`src/rtl/matrix_drain_pkg.sv`:
```
// Shared definitions for the matrix drain: element/index widths, FSM encoding, index helper.
// Optional build macro MATRIX_DRAIN_COLMAJOR_EN is consumed by matrix_drain.sv.
package matrix_drain_pkg;

    localparam int ELEM_W = 64;
    localparam int IDX_W  = 8;

    typedef enum logic {
        S_IDLE = 1'b0,
        S_SEND = 1'b1
    } state_e;

    // Largest index for a SIZE x SIZE matrix, truncated to the index port width.
    function automatic logic [IDX_W-1:0] idx_max(input int size);
        return IDX_W'(size - 1);
    endfunction

endpackage

```
`src/rtl/matrix_drain_if.sv`:
```
// Bus bundle between the multiplier result, the drain and an element-serial consumer.
// Modport master is the drain itself; modport slave is the environment around it.
interface matrix_drain_if
    import matrix_drain_pkg::*;
#(
    parameter int SIZE = 4
);

    logic [SIZE*SIZE*ELEM_W-1:0] mat_in;
    logic                        mat_valid;
    logic                        busy;
    logic [ELEM_W-1:0]           elem_data;
    logic [IDX_W-1:0]            elem_row;
    logic [IDX_W-1:0]            elem_col;
    logic                        elem_valid;
    logic                        elem_ready;
    logic                        elem_last;
    logic                        done;
    logic                        overrun;

    // Element stream: a beat transfers at a posedge where elem_valid & elem_ready are both high.
    // Once raised, elem_valid stays high with data/row/col/last frozen until that transfer happens.
    modport master (
        input  mat_in, mat_valid, elem_ready,
        output busy, elem_data, elem_row, elem_col, elem_valid, elem_last, done, overrun
    );

    modport slave (
        output mat_in, mat_valid, elem_ready,
        input  busy, elem_data, elem_row, elem_col, elem_valid, elem_last, done, overrun
    );

endinterface

```
`src/rtl/matrix_drain_idx_ctr.sv`:
```
// Two-level wrap counter: inner counts 0..SIZE-1, outer advances when inner wraps.
// wrap_o flags the increment that leaves the final (SIZE-1,SIZE-1) position.
module matrix_drain_idx_ctr
    import matrix_drain_pkg::*;
#(
    parameter int SIZE = 4
) (
    input  logic             clk,
    input  logic             rst_n,
    input  logic             clear_i,
    input  logic             inc_i,
    output logic [IDX_W-1:0] inner_o,
    output logic [IDX_W-1:0] outer_o,
    output logic             last_o,
    output logic             wrap_o
);

    localparam logic [IDX_W-1:0] MAX = idx_max(SIZE);

    logic [IDX_W-1:0] inner_q, inner_d;
    logic [IDX_W-1:0] outer_q, outer_d;

    always_comb begin
        inner_d = inner_q;
        outer_d = outer_q;
        if (clear_i) begin
            inner_d = '0;
            outer_d = '0;
        end else if (inc_i) begin
            if (inner_q == MAX) begin
                inner_d = '0;
                outer_d = (outer_q == MAX) ? '0 : outer_q + IDX_W'(1);
            end else begin
                inner_d = inner_q + IDX_W'(1);
            end
        end
    end

    always_ff @(posedge clk or negedge rst_n) begin
        if (!rst_n) begin
            inner_q <= '0;
            outer_q <= '0;
        end else begin
            inner_q <= inner_d;
            outer_q <= outer_d;
        end
    end

    assign inner_o = inner_q;
    assign outer_o = outer_q;
    assign last_o  = (inner_q == MAX) && (outer_q == MAX);
    assign wrap_o  = inc_i && last_o;

endmodule

```
`src/rtl/matrix_drain.sv`:
```
// Captures a flat SIZE*SIZE matrix on a mat_valid rising edge and streams it one element per beat.
// Build macro MATRIX_DRAIN_COLMAJOR_EN selects column-major traversal (default row-major).
module matrix_drain
    import matrix_drain_pkg::*;
#(
    parameter int SIZE = 4
) (
    input  logic                 clk,
    input  logic                 rst_n,
    matrix_drain_if.master       bus,
    output state_e               dbg_state_o
);

    localparam int BUS_W = SIZE * SIZE * ELEM_W;
    localparam int SEL_W = $clog2(BUS_W);

    state_e             state_q;
    logic               mv_q;
    logic               busy_q;
    logic               valid_q;
    logic               done_q;
    logic               overrun_q;
    logic [BUS_W-1:0]   buf_q;

    logic               start;
    logic               hs;
    logic               ctr_clear;
    logic               idx_last;
    logic               idx_wrap;
    logic [IDX_W-1:0]   inner_idx;
    logic [IDX_W-1:0]   outer_idx;
    logic [IDX_W-1:0]   row;
    logic [IDX_W-1:0]   col;
    logic [SEL_W-1:0]   elem_lsb;

    assign start     = bus.mat_valid & ~mv_q;
    assign hs        = valid_q & bus.elem_ready;
    assign ctr_clear = (state_q == S_IDLE) & start;

    matrix_drain_idx_ctr #(.SIZE(SIZE)) u_idx_ctr (
        .clk     (clk),
        .rst_n   (rst_n),
        .clear_i (ctr_clear),
        .inc_i   (hs),
        .inner_o (inner_idx),
        .outer_o (outer_idx),
        .last_o  (idx_last),
        .wrap_o  (idx_wrap)
    );

`ifdef MATRIX_DRAIN_COLMAJOR_EN
    assign row = inner_idx;
    assign col = outer_idx;
`else
    assign row = outer_idx;
    assign col = inner_idx;
`endif

    // Element select from registered indices, so data only moves on an accepted beat.
    assign elem_lsb = SEL_W'((32'(row) * SIZE + 32'(col)) * ELEM_W);

    always_ff @(posedge clk or negedge rst_n) begin
        if (!rst_n) begin
            state_q   <= S_IDLE;
            mv_q      <= 1'b0;
            busy_q    <= 1'b0;
            valid_q   <= 1'b0;
            done_q    <= 1'b0;
            overrun_q <= 1'b0;
            buf_q     <= '0;
        end else begin
            mv_q      <= bus.mat_valid;
            done_q    <= 1'b0;
            overrun_q <= 1'b0;
            case (state_q)
                S_IDLE: begin
                    if (start) begin
                        buf_q   <= bus.mat_in;
                        busy_q  <= 1'b1;
                        valid_q <= 1'b1;
                        state_q <= S_SEND;
                    end
                end
                S_SEND: begin
                    // A new matrix arriving mid-stream (even on the final beat) is dropped.
                    overrun_q <= start;
                    if (idx_wrap) begin
                        busy_q  <= 1'b0;
                        valid_q <= 1'b0;
                        done_q  <= 1'b1;
                        state_q <= S_IDLE;
                    end
                end
                default: state_q <= S_IDLE;
            endcase
        end
    end

    assign bus.busy       = busy_q;
    assign bus.elem_valid = valid_q;
    assign bus.elem_data  = buf_q[elem_lsb +: ELEM_W];
    assign bus.elem_row   = row;
    assign bus.elem_col   = col;
    assign bus.elem_last  = valid_q & idx_last;
    assign bus.done       = done_q;
    assign bus.overrun    = overrun_q;
    assign dbg_state_o    = state_q;

endmodule
```
`src/flat_wrapper.sv`:
```
// flat-port wrapper written by rule: the top's interface ports become plain ports
module matrix_drain_flat import matrix_drain_pkg::*;
#(
    parameter int SIZE = 4
)
  (clk, rst_n, dbg_state_o, bus_mat_in, bus_mat_valid, bus_elem_ready, bus_busy, bus_elem_data, bus_elem_row, bus_elem_col, bus_elem_valid, bus_elem_last, bus_done, bus_overrun);
  matrix_drain_if #(.SIZE(SIZE)) bus_i ();
  input  logic clk;
  input  logic rst_n;
  output state_e dbg_state_o;
  input wire logic [$bits(bus_i.mat_in)-1:0] bus_mat_in;
  input wire logic [$bits(bus_i.mat_valid)-1:0] bus_mat_valid;
  input wire logic [$bits(bus_i.elem_ready)-1:0] bus_elem_ready;
  output wire logic [$bits(bus_i.busy)-1:0] bus_busy;
  output wire logic [$bits(bus_i.elem_data)-1:0] bus_elem_data;
  output wire logic [$bits(bus_i.elem_row)-1:0] bus_elem_row;
  output wire logic [$bits(bus_i.elem_col)-1:0] bus_elem_col;
  output wire logic [$bits(bus_i.elem_valid)-1:0] bus_elem_valid;
  output wire logic [$bits(bus_i.elem_last)-1:0] bus_elem_last;
  output wire logic [$bits(bus_i.done)-1:0] bus_done;
  output wire logic [$bits(bus_i.overrun)-1:0] bus_overrun;
  assign bus_i.mat_in = bus_mat_in;
  assign bus_i.mat_valid = bus_mat_valid;
  assign bus_i.elem_ready = bus_elem_ready;
  assign bus_busy = bus_i.busy;
  assign bus_elem_data = bus_i.elem_data;
  assign bus_elem_row = bus_i.elem_row;
  assign bus_elem_col = bus_i.elem_col;
  assign bus_elem_valid = bus_i.elem_valid;
  assign bus_elem_last = bus_i.elem_last;
  assign bus_done = bus_i.done;
  assign bus_overrun = bus_i.overrun;
  matrix_drain #(.SIZE(SIZE)) u_core (.clk(clk), .rst_n(rst_n), .bus(bus_i), .dbg_state_o(dbg_state_o));
endmodule
```
`config.mk`:
```
export PLATFORM = sky130hd
export DESIGN_NAME = matrix_drain_flat
export DESIGN_NICKNAME = d
export VERILOG_FILES = /design/src/rtl/matrix_drain_pkg.sv /design/src/rtl/matrix_drain_if.sv /design/src/rtl/matrix_drain_idx_ctr.sv /design/src/rtl/matrix_drain.sv /design/src/flat_wrapper.sv
export SDC_FILE = /design/constraint.sdc
export NUM_CORES = 2
export LEC_CHECK = 0
export CORE_AREA = 2 2 435 437
export DETAILED_ROUTE_END_ITERATION = 8
export DIE_AREA = 0 0 437 439
export DONT_BUFFER_PORTS = 1
export PLACE_DENSITY = 0.42
export SLEW_MARGIN = 10
export SYNTH_ARGS = -nofsm -noshare
export SYNTH_HDL_FRONTEND = slang
export SYNTH_SLANG_ARGS = --single-unit
```
`constraint.sdc`:
```
create_clock -name clk -period 6.5 [get_ports clk]
set_input_delay 0.975 -clock clk [delete_from_list [all_inputs] [get_ports clk]]
set_output_delay 0.975 -clock clk [all_outputs]
set_load 0.05 [all_outputs]
```
==> flow_summary_export.csv <==
group,metric,value,unit
route,met2WireLength,165000,µm
setup_path,setup.worst_path.end_class,"primary output",
route,dr.first_iter.drc_count,3271,
timing,drv_slew,0,
setup_path,start_kind,"flop",
timing,slew_headroom,0.201,
clocking,cts_setup_buffers,0,
route,drtAntennaViolNets,0,
power_and_ir_drop,max-vdd-ir-drop,0.666,mV
route,dr.max_layer_used,"met5",
floorplan,die_w,437,µm
run,cap_violations,0,
outcome,status,"finished clean",
route,dr.pass1.iters,5,
clocking,cts_buffers,133,
setup_path,arrival,4.23,ns
logic_synthesis,syn_nets,5860,
logic_synthesis,synthCells,4827,
grt,grt.total_usage,0.282,
route,drt-met1-wl,72900,µm
power_and_ir_drop,power.internal,19700,µW
cells_and_area,nFillCells,19766,
setup_path,worst_r2r_path_depth,6,
route,drcViolationCount,0,
logic_synthesis,netlist_area,0.0469,mm²
setup_path,critPathKind,"flop to primary output",
floorplan,start_util,0.251,
setup_path,r2r-end,"u_core.u_idx_ctr.outer_o[6]$_DFFE_PN0P_",
timing,rsz0062_at_grt,"no",
power_and_ir_drop,clockPowerShare,0.219,
setup_path,cp.required,5.52,ns
cells_and_area,drive_gt1_frac,0.122,
clocking,h-tree-depth,4,
timing,fin_crit_sh,0.800,
timing,worst_hold_slack,0.0912,ns
timing,report.final.setup_viol,0,
timing,fin_setup_tns,0,ns
cells_and_area,fin_util,0.289,
setup_path,r2r_start,"u_core.u_idx_ctr.inner_o[1]$_DFFE_PN0P_",
clocking,post_cts_resized,0,
grt,grt_pass1_vias,36205,
clocking,insertion_delay,0.80,ns
grt,grt_pass1_wl,353000,µm
cells_and_area,fin_nets,5742,
power_and_ir_drop,leakagePower,0.0265,µW
power_and_ir_drop,p_seq_frac,0.409,
route,wl_met3,15000,µm
route,vias,35355,
grt,antenna_found_initial,127,
clocking,path_clk_slew,0.06,ns
grt,grt_max_degree,206,
logic_synthesis,seq_area_frac_synth,0.557,
power_and_ir_drop,p_sw,16200,µW
cells_and_area,seq_area,0.0262,mm²
setup_path,r2r_slack,3.31,ns
setup_path,critical_path.max_fanout,16,
placed_design,gp_congestion,0.948,
timing,skew,0.0259,ns
cells_and_area,area_growth_syn_to_layout,15.1,%
min_path,min_path_type,"primary input to async pin",
route,vias_per_cell,4.81,
timing,hold_violations,0,
placed_design,io_buffer_count,0,
timing,worst_slew_pin_slew,1.20,ns
logic_synthesis,ys_seq_elements,1045,
floorplan,io_pins,1114,
clocking,tritoncts,"built",
setup_path,crit_slowest_cell,"dfrtp_1",
power_and_ir_drop,pwr-share-comb,0.372,
setup_path,crit_chain,"ha_4 > xor2_4 > xnor2_4 > buf_4 > mux4_2",
clocking,cts.sink_count,1045,
clocking,root_buffer,"clkbuf_16",
timing,post-route-min-period,5.20,ns
route,wl_per_cell,37.4,µm
cells_and_area,multi_input_area,0.0193,mm²
timing,max_freq,192,MHz
floorplan,row_count,159,
clocking,cts_max_path_buffers,3,
grt,grt-ovfl-total,0,
setup_path,max_stage_delay,0.89,ns
logic_synthesis,yosys_warnings,0,
route,wirelength,275000,µm
power_and_ir_drop,p_sw_frac,0.452,
placed_design,hpwlAfterDp,224000,µm
clocking,hold_buffers,1,
floorplan,die_h,439,µm
power_and_ir_drop,power_density,664,mW/mm²
floorplan,die-area,0.192,mm²
floorplan,core,0.187,mm²
logic_synthesis,synth.avg_cell_area,9.73,µm²
logic_synthesis,ys_types,36,
## critical path: cells and delay by family (launching register included)
kind	cells	cell delay (ns)
xor gates and xnor gates	2	0.93
adders and majority gates	1	0.26
buffers and inverters	1	0.49
muxes	1	0.80
DFF	1	0.89
## layout make-up
cell class,count,area share
diodes,51,0.00236
clock buffers,184,0.0701
clock inverters,50,0.0143
multi-input cells,3480,0.358
flip-flops and latches,1045,0.484
well taps,2495,0.0578
repair buffers,49,0.0136
## cell families (layout without fill, tap and decap cells)
logic type | after synthesis | after routing | share of synthesized area
AO/OA/AOI/OAI | 19 | 19 | 0.00224
XOR/XNOR | 8 | 8 | 0.00229
adder cells (fa/ha/maj) | 5 | 5 | 0.00133
buffers and inverters | 302 | 283 | 0.0314
flip-flops | 1045 | 1045 | 0.557
multiplexers | 320 | 320 | 0.154
other | 0 | 51 | 0
AND/OR/NAND/NOR | 3128 | 3128 | 0.252
## cells in the mapped netlist
master,count,area [µm²]
nand2_1,3087,11600
dfrtp_1,1045,26200
mux4_2,319,7180
clkbuf_1,241,905
buf_6,25,282
buf_2,18,90.1
a21oi_1,10,50.1
buf_1,9,33.8
nor2_1,9,33.8
buf_12,7,140
o21ai_0,6,30.0
and3_1,5,31.3
ha_1,5,62.6
or3_1,5,31.3
nand4_1,4,25.0
nor3_1,4,20.0
and2_1,3,18.8
nand3_1,3,15.0
xnor2_1,3,26.3
xor2_1,3,26.3
a311oi_1,1,8.76
a31oi_1,1,6.26
and3b_1,1,8.76
and4_1,1,8.76
buf_4,1,7.51
buf_8,1,15.0
mux4_1,1,26.3
nand4b_1,1,8.76
nor3b_1,1,7.51
nor4b_1,1,8.76
nor4b_2,1,15.0
o2bb2a_1,1,10.0
or3b_1,1,8.76
or4_1,1,7.51
xnor2_4,1,27.5
xor2_4,1,27.5
## worst max path at each step
stage / endpoint / slack (ns) / startpoint / cells past startpoint
floorplan: bus_elem_data[11] / 2.91 / u_core.u_idx_ctr.inner_o[2]$_DFFE_PN0P_ / 5
global placement: bus_elem_data[27] / 2.01 / u_core.u_idx_ctr.inner_o[2]$_DFFE_PN0P_ / 5
detailed placement: bus_elem_data[27] / 2.00 / u_core.u_idx_ctr.inner_o[2]$_DFFE_PN0P_ / 5
CTS: bus_elem_data[27] / 1.12 / u_core.u_idx_ctr.inner_o[2]$_DFFE_PN0P_ / 5
global route: bus_elem_data[27] / 1.09 / u_core.u_idx_ctr.inner_o[2]$_DFFE_PN0P_ / 5
finish: bus_elem_data[27] / 1.30 / u_core.u_idx_ctr.inner_o[2]$_DFFE_PN0P_ / 5
## layer usage
layer  track usage  vias up
met5             0        -
met2         0.582     1429
met1         0.223    18039
li1              -    15271
met3        0.0652      572
met4         0.203       44
## power groups by stage
stage | Clock, µW | Sequential [µW] | Combinational [µW]
finish | 7870 | 14700 | 13400
global route | 8300 | 14600 | 14400
CTS | 8040 | 14700 | 13600
detailed placement | 0 | 14800 | 13500
global placement | 0 | 14900 | 13300
floorplan | 0 | 11100 | 10800
## layout by cell type, fill, tap and decap left out, types with 2 or more instances in the layout
master      count
a21oi_1        10
and2_1          3
and3_1          5
buf_12         18
buf_16          7
buf_4          24
bufinv_16      14
clkbuf_1       25
clkbuf_16     134
clkbuf_8       25
clkinv_16       3
clkinv_2       20
clkinv_8        2
clkinvlp_4      2
dfrtp_1      1043
dfrtp_4         2
diode_2        51
ha_1            4
inv_16          3
inv_6           5
mux4_2        319
nand2_1      3087
nand3_1         3
nand4_1         4
nor2_1          9
nor3_1          4
o21ai_0         6
or3_1           5
xnor2_1         3
xor2_1          3
## state kept, by name (all words and copies together) (netlist names)
signal and count:
u_core.buf_q 1024, u_core.u_idx_ctr.inner_o 8, u_core.u_idx_ctr.outer_o 8, u_core.bus.busy 1
u_core.bus.done 1, u_core.bus.overrun 1, u_core.dbg_state_o 1, u_core.mv_q 1
## metrics by stage
step                      std cells  power [µW]  setup slack (ns)  cell area (µm²)
after floorplan                4827       21900              2.91            46900
after global placement         7067       28300              2.01            49300
after detailed placement       7067       28300              2.00            49300
after CTS                      7302       36400              1.12            53900
after global routing           7332       37300              1.09            54000
final                          7354       35900              1.30            54000
No activity file was read; power rests on OpenSTA's default activity.
